`src/rtl/serial_adder_core.sv`:
```
// serial_adder_core: bit-serial add/sub, LSB first, result after WIDTH+1 cycles.
// Define SERIAL_ADDER_OVF_EN to add the registered signed-overflow output ovf.
module serial_adder_core #(
  parameter int WIDTH = 8,
  parameter int CNT_W = (WIDTH > 1) ? $clog2(WIDTH) : 1
) (
  input  logic             clk,
  input  logic             rst,
  input  logic             go,
  input  logic             sub,
  input  logic [WIDTH-1:0] a,
  input  logic [WIDTH-1:0] b,
  input  logic             cin,
  output logic             busy,
  output logic             done,
  output logic [WIDTH-1:0] sum,
  output logic             cout,
`ifdef SERIAL_ADDER_OVF_EN
  output logic             ovf,
`endif
  output logic [1:0]       state
);

  localparam logic [1:0] IDLE = 2'b00;
  localparam logic [1:0] ADD  = 2'b01;
  localparam logic [1:0] DONE = 2'b10;

  logic [1:0]       state_q;
  logic [1:0]       state_d;
  logic [WIDTH-1:0] a_sh;
  logic [WIDTH-1:0] b_sh;
  logic [WIDTH-1:0] res_sh;
  logic             carry;
  logic [CNT_W-1:0] count;

  logic             s;
  logic             c_nxt;
  logic             last;
  logic [WIDTH:0]   res_cat;
  logic [WIDTH-1:0] res_nxt;

  assign s       = a_sh[0] ^ b_sh[0] ^ carry;
  assign c_nxt   = (a_sh[0] & b_sh[0]) | (a_sh[0] & carry) |
                   (b_sh[0] & carry);
  assign last    = (count == CNT_W'(WIDTH - 1));
  // concat-then-slice keeps the MSB insert legal at WIDTH = 1
  assign res_cat = {s, res_sh};
  assign res_nxt = res_cat[WIDTH:1];

  always_ff @(posedge clk or posedge rst) begin
    if (rst) state_q <= IDLE;
    else     state_q <= state_d;
  end

  always_comb begin
    state_d = IDLE;
    unique case (state_q)
      IDLE:    state_d = go ? ADD : IDLE;
      ADD:     state_d = last ? DONE : ADD;
      DONE:    state_d = IDLE;
      default: state_d = IDLE;
    endcase
  end

  always_comb begin
    busy  = 1'b0;
    done  = 1'b0;
    state = state_q;
    unique case (state_q)
      ADD:     busy = 1'b1;
      DONE:    begin busy = 1'b1; done = 1'b1; end
      default: ;
    endcase
  end

  always_ff @(posedge clk or posedge rst) begin
    if (rst) begin
      a_sh   <= '0;
      b_sh   <= '0;
      res_sh <= '0;
      carry  <= 1'b0;
      count  <= '0;
      sum    <= '0;
      cout   <= 1'b0;
`ifdef SERIAL_ADDER_OVF_EN
      ovf    <= 1'b0;
`endif
    end else if (state_q == IDLE) begin
      if (go) begin
        a_sh  <= a;
        b_sh  <= sub ? ~b : b;
        carry <= sub ? 1'b1 : cin;
        count <= '0;
      end
    end else if (state_q == ADD) begin
      a_sh   <= a_sh >> 1;
      b_sh   <= b_sh >> 1;
      res_sh <= res_nxt;
      carry  <= c_nxt;
      if (last) begin
        sum  <= res_nxt;
        cout <= c_nxt;
`ifdef SERIAL_ADDER_OVF_EN
        ovf  <= carry ^ c_nxt;
`endif
      end else begin
        count <= count + CNT_W'(1);
      end
    end
  end

endmodule

```
`config.mk`:
```
export PLATFORM = sky130hd
export DESIGN_NAME = serial_adder_core
export DESIGN_NICKNAME = d
export VERILOG_FILES = /design/src/rtl/serial_adder_core.sv
export SDC_FILE = /design/constraint.sdc
export NUM_CORES = 1
export LEC_CHECK = 0
export ABC_AREA = 1
export CORE_MARGIN = 1
export CORE_UTILIZATION = 30
export CTS_CLUSTER_DIAMETER = 40
export DETAILED_ROUTE_END_ITERATION = 16
export DONT_BUFFER_PORTS = 1
export PLACE_DENSITY = 0.45
export SLEW_MARGIN = 20
export SYNTH_ARGS = -nofsm -noshare
export SYNTH_HDL_FRONTEND = slang
export SYNTH_SLANG_ARGS = --single-unit
```
`constraint.sdc`:
```
create_clock -name clk -period 1.7 [get_ports clk]
set_input_delay 0.34 -clock clk [delete_from_list [all_inputs] [get_ports clk]]
set_output_delay 0.34 -clock clk [all_outputs]
set_load 0.01 [all_outputs]
```
==> metrics.txt <==
slew margin rel.=66.10%; largest net degree at the start of global routing=39; Reg clk slew, reported paths=80 ps; minimum clock period=1554 ps; Core Region=0.006386 mm²; main combinational cell family by area after synthesis=simple AND/OR/NAND/NOR gates; CTS tree=built; hold_ws=59.35 ps; Multi-input gate area=about 810 µm²; Mapped Avg Cell Area=8.607 µm²; synthesized area=around 0.002 mm²; setup_tns=0 ps; crit-path cells=inv_1 -> ha_1 -> nand2_4 -> nand2_8 -> inv_4 -> nand2_1 -> nand2_1; CP startpoint kind=register; chip height=around 83 µm; final setup vio count=0; post_cts resized=0; Synth Area in Compound Gates=13.09%; Critical Path AT=about 1700 ps; Post-Synth Adder-Cell Area=4.783%; CTS buffer count=5; die area=0.006956 mm²; IO Port Bufs=0; sequential cell area fraction in the yosys report=47.83%; grt ovf=0; IO Pins=34; maximum resistive drop on vdd=0.5607 mV; Leakage=1.112 nW; min-delay worst type=primary input to asynchronous set/reset pin; Slew @ Worst Pin=508.5 ps; remaining routing DRC violations=0; Setup Skew=7.618 ps; Final ANT Viol Nets=0; row cnt=29; Crit. End Element=register; P&R area growth vs syn=10.51%; Hold Violations, Final=0; Initial Util=about 31%; # diodes=0; placed inst area=between 0.002 and 0.0025 mm²; vias=1,344; Period Utilization, post-route=between 90% and 100%; vias per cell=between 4 and 5; Design Power=4.069 mW; MaxCap Viol Count=0; wire length per cell=around 12 µm; mux cell area share after synthesis=0%; NumNets Final=between 200 and 300; Synth Area in Simple Gates=between 20% and 30%; Pins Over Slew Limit=0; Final Wtd Congestion=0.6768; number of global-route vias before repair=1,346; Worst path max stage delay=380 ps; CP Class=register to register; Post-DP HPWL=2599 µm; FF+latch count, synth=38; Max Root-Sink Buffers=2; DRT iter0 DRCs=36; Clock Latency Late Sink=290 ps; Post-CTS Repair Setup Buffers=0; drt first pass iters=4; Die Wd=83.41 µm; Hold Buf Count CTS=0; syn nets=roughly 260; setup repair after global routing missed its margin=false; layout cells sized above 1=around 16%; YS warnings=0; initial antenna violation count=0; Routed WL=between 3000 and 4000 µm; Root Driver=clkbuf_8; Synth cell types=22; CP Max Fanout=16; clk sink count=38; crit-path most repeated cell=nand2_1; Fillers=695; Peak Freq=643.5 MHz; area leader, netlist=dfrtp_1; top cell type's share of synthesized area=roughly 48%; Worst Path Required=1880 ps; Synth Area in XOR/XNOR=0.4405%; first-pass GRT wire length=6437 µm; gr usage total=11.84%; power density over the cells=1852 mW/mm²; outcome=complete, no violations; Mapped Cells=231; Synth area leaders=dfrtp_1 48%, nand2_1 15%, o21ai_2 7.0%; # H-tree levels=2; fin area=0.002197 mm²; FF+latch area=950.9 µm²; CP max-delay cell=dfrtp_1
kinds of logic (layout without fill, tap and decap cells):
kind of cell,after synthesis,after routing
simple gates,98,98
buf+inv,47,52
compound gates,40,40
flops,38,38
fa+ha+maj,7,7
xor+xnor,1,1
cells in the mapped netlist, drive strengths merged:
cell type  number
ha              6
nand2          81
inv            38
dfrtp          38
buf             9
nand3          14
o21ai          40
xnor2           1
fa              1
nor2            3
registers in the layout, indices dropped and copies added (netlist names):
signal  flops
count       3
carry       1
cout        1
res_sh      7
b_sh        8
state       2
a_sh        8
sum         8
cells in the final DEF, fill, tap and decap left out, types with 2 or more instances in the layout:
cell type  instances
bufinv_16          2
nand2_8            2
o21ai_2           16
nand2_1           77
nand3_1           12
ha_1               6
buf_4              6
inv_1             36
clkbuf_8           6
o21ai_1            3
dfrtp_1           38
nor2_1             3
o21ai_0           21
area by class of cell:
| cell class | count | share of cell area, % |
|---|---|---|
| clock buffer | 6 | 3.759 |
| clock inverter | 2 | 2.733 |
| inverter | 38 | 6.948 |
| multi-input combinational | 146 | 36.85 |
| sequential | 38 | 43.28 |
| tap | 77 | 4.385 |
| timing repair buffer | 6 | 2.050 |
per-layer routing:
layer	up-vias	part of all wire, %	track usage (%)
met5	-	0	0
met4	0	1.7	5.172
met3	6	4.4	3.579
met2	26	43	17.06
met1	595	51	16.31
li1	717	-	-
power breakdown:
group | internal (mW) | switching (mW) | total, mW
combinational | 0.582 | 1.05 | 1.63
sequential | 1.27 | 0.205 | 1.48
clock | 0.626 | 0.329 | 0.955
worst max-delay path, delay by kind of cell, from the launching register on:
family | cells | cell delay, ps
buf+inv | 2 | 180
simple gates | 4 | 510
fa+ha+maj | 1 | 370
flops | 1 | 380
path summary, 6_finish.rpt:
path,from,end,slack [ps],cells past startpoint
setup / recovery,state[1],b_sh[3],150,7
hold / removal,rst,b_sh[2],60,2
setup reg to reg,state[1],b_sh[3],150,7
hold reg to reg,b_sh[6],b_sh[6],480,2
max in group asynchronous,rst,carry,1290,2
min in group clk,a[7],a_sh[7],210,2
stage by stage:
step | util (%) | worst slack, ps | std cells
after floorplan | - | 318.0 | 231
after global placement | 32.17 | 192.2 | 305
after detailed placement | 32.17 | 147.1 | 305
after CTS | 34.40 | 123.8 | 313
after global routing | 34.40 | 45.79 | 313
final | 34.40 | 146.0 | 313
Note: power is estimated with default switching activity, not from simulation.
